$ cat src/rtl/prince_round_ctrl_if.sv
// rtl/prince_round_ctrl_if.sv - handshake and datapath-control bundle for the PRINCE round sequencer
interface prince_round_ctrl_if #(
    parameter int RC_W = 4
);
    logic            in_valid;
    logic            in_ready;
    logic            decrypt;
    logic            out_valid;
    logic            out_ready;
    logic            dp_load;
    logic            dp_en;
    logic [1:0]      dp_phase;
    logic            dp_final;
    logic [RC_W-1:0] rc_idx;
    logic            key_alpha;
    logic            busy;

    // Producer/consumer side: offers blocks, takes results, watches the controls.
    modport master (
        output in_valid,
        output decrypt,
        output out_ready,
        input  in_ready,
        input  out_valid,
        input  dp_load,
        input  dp_en,
        input  dp_phase,
        input  dp_final,
        input  rc_idx,
        input  key_alpha,
        input  busy
    );

    // Controller side: sequences the shared round datapath.
    modport slave (
        input  in_valid,
        input  decrypt,
        input  out_ready,
        output in_ready,
        output out_valid,
        output dp_load,
        output dp_en,
        output dp_phase,
        output dp_final,
        output rc_idx,
        output key_alpha,
        output busy
    );
endinterface

$ cat src/rtl/prince_round_ctrl.sv
// rtl/prince_round_ctrl.sv - one-round-per-cycle PRINCE round sequencer (option macro: PRINCE_BACK2BACK_EN)
module prince_round_ctrl #(
    parameter int HALF_ROUNDS = 5,
    parameter int RC_W        = 4
) (
    input  logic                 clk,
    input  logic                 rst,
    prince_round_ctrl_if.slave   bus
);

    typedef enum logic [2:0] {
        S_IDLE = 3'd0,
        S_FWD  = 3'd1,
        S_MID  = 3'd2,
        S_INV  = 3'd3,
        S_FIN  = 3'd4,
        S_DONE = 3'd5
    } state_t;

    localparam logic [RC_W-1:0] RC_ONE      = RC_W'(1);
    localparam logic [RC_W-1:0] RC_HALF     = RC_W'(HALF_ROUNDS);
    localparam logic [RC_W-1:0] RC_INV_FIRST = RC_W'(HALF_ROUNDS + 1);
    localparam logic [RC_W-1:0] RC_INV_LAST = RC_W'(2 * HALF_ROUNDS);
    localparam logic [RC_W-1:0] RC_FINAL    = RC_W'(2 * HALF_ROUNDS + 1);

    state_t          state;
    state_t          state_nx;
    logic [RC_W-1:0] cnt;
    logic [RC_W-1:0] cnt_nx;
    logic            alpha_q;
    logic            alpha_nx;
    logic            accept;

    logic            in_ready_c;
    logic            out_valid_c;
    logic            dp_load_c;
    logic            dp_en_c;
    logic [1:0]      dp_phase_c;
    logic            dp_final_c;
    logic [RC_W-1:0] rc_idx_c;

    // State, round counter and latched mode; reset aborts any block in flight.
    always_ff @(posedge clk or posedge rst) begin
        if (rst) begin
            state   <= S_IDLE;
            cnt     <= '0;
            alpha_q <= 1'b0;
        end else begin
            state   <= state_nx;
            cnt     <= cnt_nx;
            alpha_q <= alpha_nx;
        end
    end

    // Next-state and datapath controls decoded from the current state and counter.
    always_comb begin
        state_nx    = state;
        cnt_nx      = cnt;
        alpha_nx    = alpha_q;
        accept      = 1'b0;
        in_ready_c  = 1'b0;
        out_valid_c = 1'b0;
        dp_load_c   = 1'b0;
        dp_en_c     = 1'b0;
        dp_phase_c  = 2'b00;
        dp_final_c  = 1'b0;
        rc_idx_c    = '0;

        case (state)
            S_IDLE: begin
                in_ready_c = 1'b1;
                // A block offered while reset is still high is not taken.
                if (bus.in_valid && !rst) begin
                    accept = 1'b1;
                end
            end
            S_FWD: begin
                dp_en_c    = 1'b1;
                dp_phase_c = 2'b01;
                rc_idx_c   = cnt;
                if (cnt == RC_HALF) begin
                    state_nx = S_MID;
                end else begin
                    cnt_nx = cnt + RC_ONE;
                end
            end
            S_MID: begin
                // The middle layer uses no round constant.
                dp_en_c    = 1'b1;
                dp_phase_c = 2'b10;
                state_nx   = S_INV;
                cnt_nx     = RC_INV_FIRST;
            end
            S_INV: begin
                dp_en_c    = 1'b1;
                dp_phase_c = 2'b11;
                rc_idx_c   = cnt;
                if (cnt == RC_INV_LAST) begin
                    state_nx = S_FIN;
                end else begin
                    cnt_nx = cnt + RC_ONE;
                end
            end
            S_FIN: begin
                dp_en_c    = 1'b1;
                dp_final_c = 1'b1;
                dp_phase_c = 2'b11;
                rc_idx_c   = RC_FINAL;
                state_nx   = S_DONE;
            end
            S_DONE: begin
                // Result is held with dp_en low until the consumer takes it.
                out_valid_c = 1'b1;
`ifdef PRINCE_BACK2BACK_EN
                in_ready_c = bus.out_ready;
                if (bus.out_ready) begin
                    if (bus.in_valid && !rst) begin
                        accept = 1'b1;
                    end else begin
                        state_nx = S_IDLE;
                        cnt_nx   = '0;
                    end
                end
`else
                if (bus.out_ready) begin
                    state_nx = S_IDLE;
                    cnt_nx   = '0;
                end
`endif
            end
            default: begin
                state_nx = S_IDLE;
                cnt_nx   = '0;
            end
        endcase

        // Accepting loads the input with whitening and latches the mode for the block.
        if (accept) begin
            dp_load_c  = 1'b1;
            dp_phase_c = 2'b00;
            rc_idx_c   = '0;
            alpha_nx   = bus.decrypt;
            state_nx   = S_FWD;
            cnt_nx     = RC_ONE;
        end
    end

    assign bus.in_ready  = in_ready_c;
    assign bus.out_valid = out_valid_c;
    assign bus.dp_load   = dp_load_c;
    assign bus.dp_en     = dp_en_c;
    assign bus.dp_phase  = dp_phase_c;
    assign bus.dp_final  = dp_final_c;
    assign bus.rc_idx    = rc_idx_c;
    assign bus.key_alpha = alpha_q;
    assign bus.busy      = (state != S_IDLE);

endmodule

$ cat src/flat_wrapper.sv
// flat-port wrapper written by rule: the top's interface ports become plain ports
module prince_round_ctrl_flat 
#(
    parameter int HALF_ROUNDS = 5,
    parameter int RC_W        = 4
)
  (clk, rst, bus_in_valid, bus_decrypt, bus_out_ready, bus_in_ready, bus_out_valid, bus_dp_load, bus_dp_en, bus_dp_phase, bus_dp_final, bus_rc_idx, bus_key_alpha, bus_busy);
  prince_round_ctrl_if #(.RC_W(RC_W)) bus_i ();
  input  logic clk;
  input  logic rst;
  input wire logic [$bits(bus_i.in_valid)-1:0] bus_in_valid;
  input wire logic [$bits(bus_i.decrypt)-1:0] bus_decrypt;
  input wire logic [$bits(bus_i.out_ready)-1:0] bus_out_ready;
  output wire logic [$bits(bus_i.in_ready)-1:0] bus_in_ready;
  output wire logic [$bits(bus_i.out_valid)-1:0] bus_out_valid;
  output wire logic [$bits(bus_i.dp_load)-1:0] bus_dp_load;
  output wire logic [$bits(bus_i.dp_en)-1:0] bus_dp_en;
  output wire logic [$bits(bus_i.dp_phase)-1:0] bus_dp_phase;
  output wire logic [$bits(bus_i.dp_final)-1:0] bus_dp_final;
  output wire logic [$bits(bus_i.rc_idx)-1:0] bus_rc_idx;
  output wire logic [$bits(bus_i.key_alpha)-1:0] bus_key_alpha;
  output wire logic [$bits(bus_i.busy)-1:0] bus_busy;
  assign bus_i.in_valid = bus_in_valid;
  assign bus_i.decrypt = bus_decrypt;
  assign bus_i.out_ready = bus_out_ready;
  assign bus_in_ready = bus_i.in_ready;
  assign bus_out_valid = bus_i.out_valid;
  assign bus_dp_load = bus_i.dp_load;
  assign bus_dp_en = bus_i.dp_en;
  assign bus_dp_phase = bus_i.dp_phase;
  assign bus_dp_final = bus_i.dp_final;
  assign bus_rc_idx = bus_i.rc_idx;
  assign bus_key_alpha = bus_i.key_alpha;
  assign bus_busy = bus_i.busy;
  prince_round_ctrl #(.HALF_ROUNDS(HALF_ROUNDS), .RC_W(RC_W)) u_core (.clk(clk), .rst(rst), .bus(bus_i));
endmodule
$ cat config.mk
export PLATFORM = sky130hd
export DESIGN_NAME = prince_round_ctrl_flat
export DESIGN_NICKNAME = d
export VERILOG_FILES = /design/src/rtl/prince_round_ctrl_if.sv /design/src/rtl/prince_round_ctrl.sv /design/src/flat_wrapper.sv
export SDC_FILE = /design/constraint.sdc
export NUM_CORES = 1
export LEC_CHECK = 0
export ABC_AREA = 1
export ABC_CLOCK_PERIOD_IN_PS = 4100
export BUFFER_PORTS_ARGS = -buffer_cell sky130_fd_sc_hd__clkbuf_2
export CAP_MARGIN = 15
export CORE_UTILIZATION = 40
export DETAILED_ROUTE_END_ITERATION = 10
export GPL_TIMING_DRIVEN = 0
export HOLD_SLACK_MARGIN = 0.05
export PLACE_DENSITY = 0.71
export SYNTH_ARGS = -nofsm -noshare
export SYNTH_HDL_FRONTEND = slang
export SYNTH_SLANG_ARGS = --single-unit
export TNS_END_PERCENT = 50
$ cat constraint.sdc
create_clock -name clk -period 4.1 [get_ports clk]
set_input_delay 0.82 -clock clk [delete_from_list [all_inputs] [get_ports clk]]
set_output_delay 0.82 -clock clk [all_outputs]
set_load 0.05 [all_outputs]
# --- Yosys cells after proc, flatten, opt, wreduce, memory -nomap -nowiden ---
# Cells that the tools add are included.
word_totals:
  reg_bits: 8
  out_inout_bits: 13
classes:
  add_sub_neg: 1
  n_eq_ne: 14
  n_mux: 21
  n_reduce_logical: 10
ops:
  columns: ["op", "count"]
  rows:
  - ["$mux 4", 5]
  - ["$pmux 4 s5", 1]
  - ["$pmux 3 s6", 1]
  - ["$mux 3", 4]
  - ["$ne 3x2->1 const B", 3]
  - ["$pmux 4 s2", 1]
  - ["$reduce_and 4->1", 2]
  - ["$mux 1", 7]
  - ["$eq 3x2->1 const B", 2]
  - ["$eq 3x3->1 const B", 2]
  - ["$ne 3x1->1 const B", 2]
  - ["$pmux 2 s3", 1]
  - ["$reduce_or 2->1", 3]
  - ["$add 4x1->4 const B", 1]
  - ["$eq 4x3->1 const B", 1]
  - ["$eq 4x4->1 const B", 1]
  - ["$ne 2x1->1 const B", 2]
  - ["$reduce_or 4->1", 1]
  - ["$eq 3x1->1 const B", 1]
  - ["$logic_not 3->1", 1]
  - ["$reduce_bool 3->1", 1]
  - ["$mux 2", 1]
  - ["$logic_and 1x1->1", 1]
  - ["$logic_not 1->1", 1]

# --- Logic depth before layout (Yosys ltp) ---
# Gate-level depths: netlist of the first run.
logic_depth:
  word_depth: 6
  ltp_mapped: 9

# --- Least setup slack after synthesis of the first run ---
# No wires, ideal clock.
synth_timing:
  path_type: "reg-to-output"
  startpoint: "reg u_core.state[1]"
  endpoint: "out bus_dp_phase[1]"
  t_arrival_ns: 2.095
  slack_ns: 1.185
  path_stages_with_launch: 6
  path_buffers: 0
  path_cell_list: "dfrtp_1 -> inv_1 -> nand2_1 -> nor2_1 -> inv_1 -> o21ai_0"
synth_between:
  elab_chain_len: 4
synth_rtl:
  columns: ["element", "line", "source"]
  rows:
  - ["from (decl)", "prince_round_ctrl.sv:26", "state_t state;"]
  - ["from (signal assigned)", "prince_round_ctrl.sv:49", "state <= state_nx;"]
  - ["$eq 3x3->1 or $eq 3x2->1 (tied branches)", "prince_round_ctrl.sv:69", "case (state)"]
  - ["$reduce_or 2->1 (no source line)", null, null]
  - ["$pmux 2 s3", "prince_round_ctrl.sv:69", null]
  - ["$mux 2 (*)", "prince_round_ctrl.sv:138", "if (accept) begin"]
  - ["to (decl)", "flat_wrapper.sv:18", "output wire logic [$bits(bus_i.dp_phase)-1:0] bus_dp_phase;"]
# Every way passes the cells marked *; elsewhere a longest branch is shown, timed or not.

# --- Final worst setup path of the first run ---
layout_timing:
  startpoint: "in rst"
  endpoint: "out bus_dp_load"
layout_between:
  elab_chain_len: 5
layout_rtl:
  columns: ["element", "line", "source"]
  rows:
  - ["from (decl)", "flat_wrapper.sv:10", "input logic rst;"]
  - ["$logic_not 1->1", "prince_round_ctrl.sv:73", "if (bus.in_valid && !rst) begin"]
  - ["$logic_and 1x1->1", "prince_round_ctrl.sv:73", null]
  - ["$mux 1", "prince_round_ctrl.sv:73", null]
  - ["$mux 1", "prince_round_ctrl.sv:69", null]
  - ["$mux 1", "prince_round_ctrl.sv:138", null]
  - ["to (decl)", "flat_wrapper.sv:16", "output wire logic [$bits(bus_i.dp_load)-1:0] bus_dp_load;"]
# No other way between the ends.

==> results of run 1 <==
cells in the final DEF, fill, tap and decap left out, drive strengths merged:
master and count:
a21oi 1, buf 1, clkbuf 20, dfrtp 8, ha 3, inv 14, nand2 33, nand3 13
nand4 1, nor2 18, nor3 1, o21ai 7, o22ai 1
per-stage QoR:
step	std cells	util	hold WS [ps]
4_1_cts	136	0.545	512
2_1_floorplan	101	-	503
6_report	136	0.545	510
3_3_place_gp	133	0.529	486
3_5_place_dp	133	0.529	497
5_1_grt	136	0.545	549
routing by layer:
layer | GRT usage | part of all wire
met5 | 0 | 0
met4 | 0.0774 | 0.0087
met3 | 0.0304 | 0.038
met2 | 0.288 | 0.45
met1 | 0.264 | 0.50
registers in the layout (all words and copies together) (netlist names):
signal,flops
u_core.cnt,4
u_core.state,3
u_core.bus.key_alpha,1
worst max-delay path: stages:
cell and delay, ps:
clkbuf_2 90, inv_1 270, nand2_1 170, nor2_1 200, clkbuf_2 310
worst paths after layout:
kind                                                    end  cells past startpoint                              from  slack, ps
max                                             bus_dp_load                      5                               rst       1430
min                        u_core.bus.key_alpha$_DFFE_PP0N_                      2  u_core.bus.key_alpha$_DFFE_PP0N_        510
max reg2reg                       u_core.cnt[0]$_DFFE_PP0P_                      8         u_core.cnt[0]$_DFFE_PP0P_       2610
min reg2reg                u_core.bus.key_alpha$_DFFE_PP0N_                      2  u_core.bus.key_alpha$_DFFE_PP0N_        510
max in group asynchronous         u_core.cnt[1]$_DFFE_PP0P_                      2                               rst       3320
min in group asynchronous       u_core.state[0]$_DFFE_PP0P_                      2                               rst        520
kinds of logic (layout without fill, tap and decap cells):
logic type               Yosys count  after routing  synth area share
flip-flops                         8              8             0.319
buffers and inverters             15             35            0.0918
adder cells (fa/ha/maj)            3              3            0.0599
AO/OA/AOI/OAI                      9              9            0.0738
AND/OR/NAND/NOR                   66             66             0.455
cell usage after synthesis:
master	number
o21ai_0	7
nand2_2	1
inv_2	1
nand2_1	32
inv_1	13
nand4_1	1
a21oi_1	1
nor2_1	14
dfrtp_1	8
buf_2	1
ha_1	3
nand3_1	13
nor3_2	1
o22ai_1	1
nor2_2	4
area by class of cell:
cell class / count / area (µm²)
Fill cell: 156 / 629
Multi-Input combinational cell: 78 / 369
Sequential cell: 8 / 200
Timing Repair Buffer: 17 / 85.1
Inverter: 14 / 52.6
Clock buffer: 3 / 22.5
Tap cell: 15 / 18.8
Buffer: 1 / 5.00
==> summary.md, run 1 <==
| Metric | Value |
|---|---|
| Status | `completed` |
| Via count | `687` |
| Synth area leader | `dfrtp_1` |
| Final setup fails | `0` |
| Gr usage total | `0.188` |
| # IOs | `18` |
| Post-Syn Area | `~630 µm²` |
| Placer congestion estimate | `between 0.8 and 0.9` |
| Die area | `0.00173 mm²` |
| DR vias/cell | `approximately 5` |
| Seq/Total Area, Yosys | `0.319` |
| WL/cell | `about 10 µm` |
| First-pass GRT wire length | `~2600 µm` |
| Fin nets | `approximately 130` |
| Clk Latency, worst-skew pair | `about 250 ps` |
| Clk sinks | `8` |
| Hold buffers post-CTS | `0` |
| Initial DRC count | `16` |
| Rows | `13` |
| Clk_skew | `roughly 1.9 ps` |
| Setup ws final | `~1400 ps` |
| Routed WL | `around 1400 µm` |
| Warnings from Yosys | `0` |
| Synth cell types | `15` |
| Maximum clock path buffer count | `2` |
| CP Capture Type | `output pin` |
| Highest clock rate | `between 300 and 400 MHz` |
| Minimum clock period | `between 2000 and 3000 ps` |
| Vias in the first global route | `622` |
| Worst EP arrival | `~1900 ps` |
| PortBufs | `17` |
| Worst-path maximum fanout | `9` |
| ANT cells | `0` |
| Crit path kind | `in2out` |
| Post-route cell area | `about 750 µm²` |
| Synth top area cells | `dfrtp_1 (32%), nand2_1 (19%), nand3_1 (10%), nor2_1 (8.4%), inv_1 (7.8%)` |
| Initial antenna violation count | `0` |
| Headroom to the max-slew limit | `0.765` |
| Hold Fails Final Rpt | `0` |
| Number of CTS-inserted buffers | `3` |
| Worst-path clk slew | `50 ps` |
| Final Slew Violations | `0` |
| Largest net degree at the start of global routing | `10` |
| CTS tree | `built` |
| H-tree depth | `1` |
| Post-CTS setup buffer count | `0` |
| Post-route ant nets | `0` |
| Hpwl dp | `1090 µm` |
| Required @ worst endpoint | `around 3300 ps` |
| Core area | `0.00138 mm²` |
| Syn Nets | `around 110` |
| # DRC | `0` |
| #FFs+latches synth | `8` |
| Syn avg cell area | `approximately 6.2 µm²` |
| Dpl ws | `1410 ps` |
| Post-Place Cell Area | `between 700 and 800 µm²` |
| Area grow syn2layout | `20.2%` |
| Setup Total Neg Slack | `0 ps` |
| CTS Root Cell | `clkbuf_4` |
| Die Span Y | `just over 40 µm` |
| Layout cells sized above 1 | `0.231` |
| Worst Tran Pin Value | `around 350 ps` |
| RSZ-0062 raised after global routing | `false` |
| DRT Pass-1 Iters | `4` |
| Starting Density | `0.453` |
| Cells after Synth | `approximately 100` |
| Max-Cap Viols | `0` |
| Synth top area share | `0.319` |
| Min-delay worst type | `reg2reg` |
| Worst Setup Start Kind | `primary input` |
| Final period util | `0.652` |
| Die X-Extent | `between 40 and 50 µm` |
| Gr ovfl total | `0` |
| Post-CTS Resized | `0` |
Power of run 1 is left out: the tool's default activity adds up to more than one toggle a clock period on the data nets, which glitch-free logic cannot reach.
==> run 2: changes to the inputs <==
Settings changed: ABC_AREA 1 to 0, ABC_CLOCK_PERIOD_IN_PS 4100 to 2700.
Clock period 4.1 ns to 2.7 ns, I/O delays scaled along.
==> run 2 against run 1 <==
Cell area grew 4.7%; global-route usage shrank 4.3 points; largest cell class unchanged; clock-buffer cell count is the same; register-to-register slack lost 1700 ps; die area grew 5.1%; sequential share of layout area shrank 1.2 points; cell count shrank 22%; sequential cell count is the same.
==> summary.md, run 2 <==
| Metric | Value |
|---|---|
| Highest clock rate | `approximately 440 MHz` |
| Fin nets | `100 (-24%)` |
| Number of CTS-inserted buffers | `3 (unchanged)` |
| Core area | `0.00152 mm² (+10%)` |
| Post-CTS Resized | `0 (unchanged)` |
| First-pass GRT wire length | `2030 µm (-21%)` |
| Max-Cap Viols | `0 (unchanged)` |
| Commonest non-fill, non-tap cell in the layout | `clkbuf_2` |
| Power Density | `between 1000 and 1500 mW/mm²` |
| Min-delay worst type | `in2async` |
| Commonest register cell after synthesis | `dfrtp_1` |
| Maximum vdd ir drop | `around 0.8 mV` |
| Synth cell types | `40 (+25)` |
| Setup Total Neg Slack | `0 ps (unchanged)` |
| Worst path cell trace | `buf_2 -> nor2_1 -> nand2_1 -> o21ai_0 -> clkbuf_2` |
| Final period util | `0.836` |
| WL/cell | `12.4 µm (+23%)` |
| Initial antenna violation count | `0 (unchanged)` |
| PortBufs | `17 (unchanged)` |
| Synth top area share | `0.303 (-0.0163)` |
| Post-Place Cell Area | `766 µm² (+4.8%)` |
| R2R Setup Slk | `940 ps (-1670 ps)` |
| Warnings from Yosys | `0 (unchanged)` |
| Worst Tran Pin Value | `352 ps (+0.582 ps)` |
| Post-Syn Area | `661 µm² (+5.4%)` |
| Clk sinks | `8 (unchanged)` |
| Area occupied by multi-input gates | `417 µm² (+13%)` |
| Seq/Total Area, Yosys | `0.303 (-0.0163)` |
| Worst path max stage delay | `420 ps (+110 ps)` |
| Clk Latency, worst-skew pair | `240 ps (about the same)` |
| Crit path launch | `u_core.state[0]$_DFFE_PP0P_` |
| Post-CTS setup buffer count | `0 (unchanged)` |
| Layout cells sized above 1 | `0.356 (+0.124)` |
| Largest reg by FF count | `u_core.cnt` |
| FF/Latch Area | `200 µm² (unchanged)` |
| Post-route cell area | `788 µm² (+4.7%)` |
| Top-count cell post-synth | `dfrtp_1` |
| RSZ-0062 raised after global routing | `false` |
| Worst-path clk slew | `50 ps (about the same)` |
| Synth area leader | `dfrtp_1` |
| Number of flip-flops under the largest register name | `4 (unchanged)` |
| Cells after Synth | `70 (-31%)` |
| DRT Pass-1 Iters | `4 (unchanged)` |
| Die Span Y | `42.6 µm (+2.5%)` |
| Minimum clock period | `roughly 2300 ps` |
| #FFs+latches synth | `8 (unchanged)` |
| Total Power | `between 1000 and 1500 µW` |
| Die X-Extent | `42.6 µm (+2.5%)` |
| DR vias/cell | `5.39 (+6.6%)` |
| Fillers | `149 (-4.5%)` |
| Syn avg cell area | `9.44 µm² (+52%)` |
| Hold_ws | `262 ps (-248 ps)` |
| Worst EP arrival | `1720 ps (-130 ps)` |
| H-tree depth | `1 (unchanged)` |
| Placer congestion estimate | `0.830 (-1.0%)` |
| Clk_skew | `5.98 ps (+4.10 ps)` |
| Die area | `0.00182 mm² (+5.1%)` |
| Hold Fails Final Rpt | `0 (unchanged)` |
| Final Slew Violations | `0 (unchanged)` |
| Critical path's slowest cell | `dfrtp_1` |
| Maximum clock path buffer count | `2 (unchanged)` |
| Worst-path maximum fanout | `10 (+1)` |
| Gr ovfl total | `0 (unchanged)` |
| Hold buffers post-CTS | `0 (unchanged)` |
| Headroom to the max-slew limit | `0.765 (about the same)` |
| FF-to-FF Start | `u_core.cnt[1]$_DFFE_PP0P_` |
| # DRC | `0 (unchanged)` |
| Gr usage total | `0.145 (-0.0431)` |
| Via count | `571 (-17%)` |
| CP Capture Type | `output pin` |
| Largest net degree at the start of global routing | `11 (+1)` |
| Initial DRC count | `15 (-1)` |
| Most frequent cells in the layout | `clkbuf_2 (17), dfrtp_1 (8), inv_1 (6), nand2_1 (6), nor2_1 (4)` |
| # IOs | `18 (unchanged)` |
| Status | `completed` |
| Syn Nets | `78 (-28%)` |
| Ys async rst share | `1.00 (unchanged)` |
| CTS Root Cell | `clkbuf_4` |
| Worst Setup Start Kind | `flop` |
| Routed WL | `1320 µm (-4.2%)` |
| Required @ worst endpoint | `2160 ps (-1120 ps)` |
| Vias in the first global route | `487 (-22%)` |
| Top cells by count, synth | `dfrtp_1 (8), inv_1 (6), nand2_1 (6)` |
| Hpwl dp | `1100 µm (+0.66%)` |
| Pleak | `about 0.00042 µW` |
| Starting Density | `0.433 (-0.0199)` |
| Post-synth EDFFs | `0 (unchanged)` |
| Synth top area cells | `dfrtp_1 (30%), ha_1 (5.7%), a2111oi_4 (4.2%), nor4b_4 (3.6%), inv_1 (3.4%)` |
| Post-route ant nets | `0 (unchanged)` |
| CTS tree | `built` |
| Area grow syn2layout | `19.3%` |
| ANT cells | `0 (unchanged)` |
| Final setup fails | `0 (unchanged)` |
| Crit path kind | `reg2out` |
| Rows | `14 (+1)` |
[run 2: changes by cell type after synthesis, sizes merged, moves of 3 or more]
cell	change
nand3b	+3
inv	-8
nand3	-11
nor2	-12
o21ai	-3
nand2	-27
[run 2: power by group]
group | switching [µW] | internal (µW) | leakage, µW
Combinational | 483 | 235 | 0.000310
Clock | 33.3 | 50.4 | 0.0000138
Sequential | 69.8 | 172 | 0.0000939
Total | 586 | 458 | 0.000418
[run 2: worst paths after layout]
| path | cells after the start | to |
|---|---|---|
| setup / recovery | 5 | bus_rc_idx[1] |
| hold / removal | 2 | u_core.state[1]$_DFFE_PP0P_ |
| setup reg to reg | 6 | u_core.cnt[0]$_DFFE_PP0P_ |
| hold reg to reg | 1 | u_core.bus.key_alpha$_DFFE_PP0N_ |
| max in group asynchronous | 2 | u_core.cnt[1]$_DFFE_PP0P_ |
| min in group clk | 1 | u_core.bus.key_alpha$_DFFE_PP0N_ |
[run 2: layout make-up]
type | instances | share of cell area
multi-input combinational | 53 | 0.529
sequential | 8 | 0.254
timing repair buffer | 17 | 0.108
clock buffer | 3 | 0.0286
inverter | 6 | 0.0286
buffer | 3 | 0.0270
tap | 16 | 0.0254
[run 2: through the flow]
stage | utilization | worst slack (ps) | cells
3_3_place_gp | 0.502 | 717 | 103
3_5_place_dp | 0.502 | 707 | 103
6_report | 0.517 | 444 | 106
5_1_grt | 0.517 | 315 | 106
2_1_floorplan | - | 361 | 70
4_1_cts | 0.517 | 461 | 106
[run 2: cell families after synthesis]
group,after synthesis,share of synthesized area
AOI/OAI and AO/OA,16,0.199
xor gates and xnor gates,1,0.0133
adders and majority gates,3,0.0568
buffers and inverters,9,0.0663
DFF,8,0.303
muxes,2,0.0322
and+or+nand+nor,31,0.330
[run 2: critical path, delay by kind of cell (launching register included)]
| kind | cells | cell delay (ps) |
|---|---|---|
| AOI/OAI and AO/OA | 1 | 120 |
| DFF | 1 | 420 |
| and+or+nand+nor | 2 | 420 |
| buffers and inverters | 2 | 510 |
[run 2: layer usage]
layer | up-vias | GRT usage | routed length, µm
met5 | - | 0 | 0
met4 | 0 | 0.0188 | 0
met3 | 0 | 0.0431 | 53
met2 | 13 | 0.261 | 667
met1 | 264 | 0.173 | 595
li1 | 294 | - | -
(Power assumes the default switching activity.)
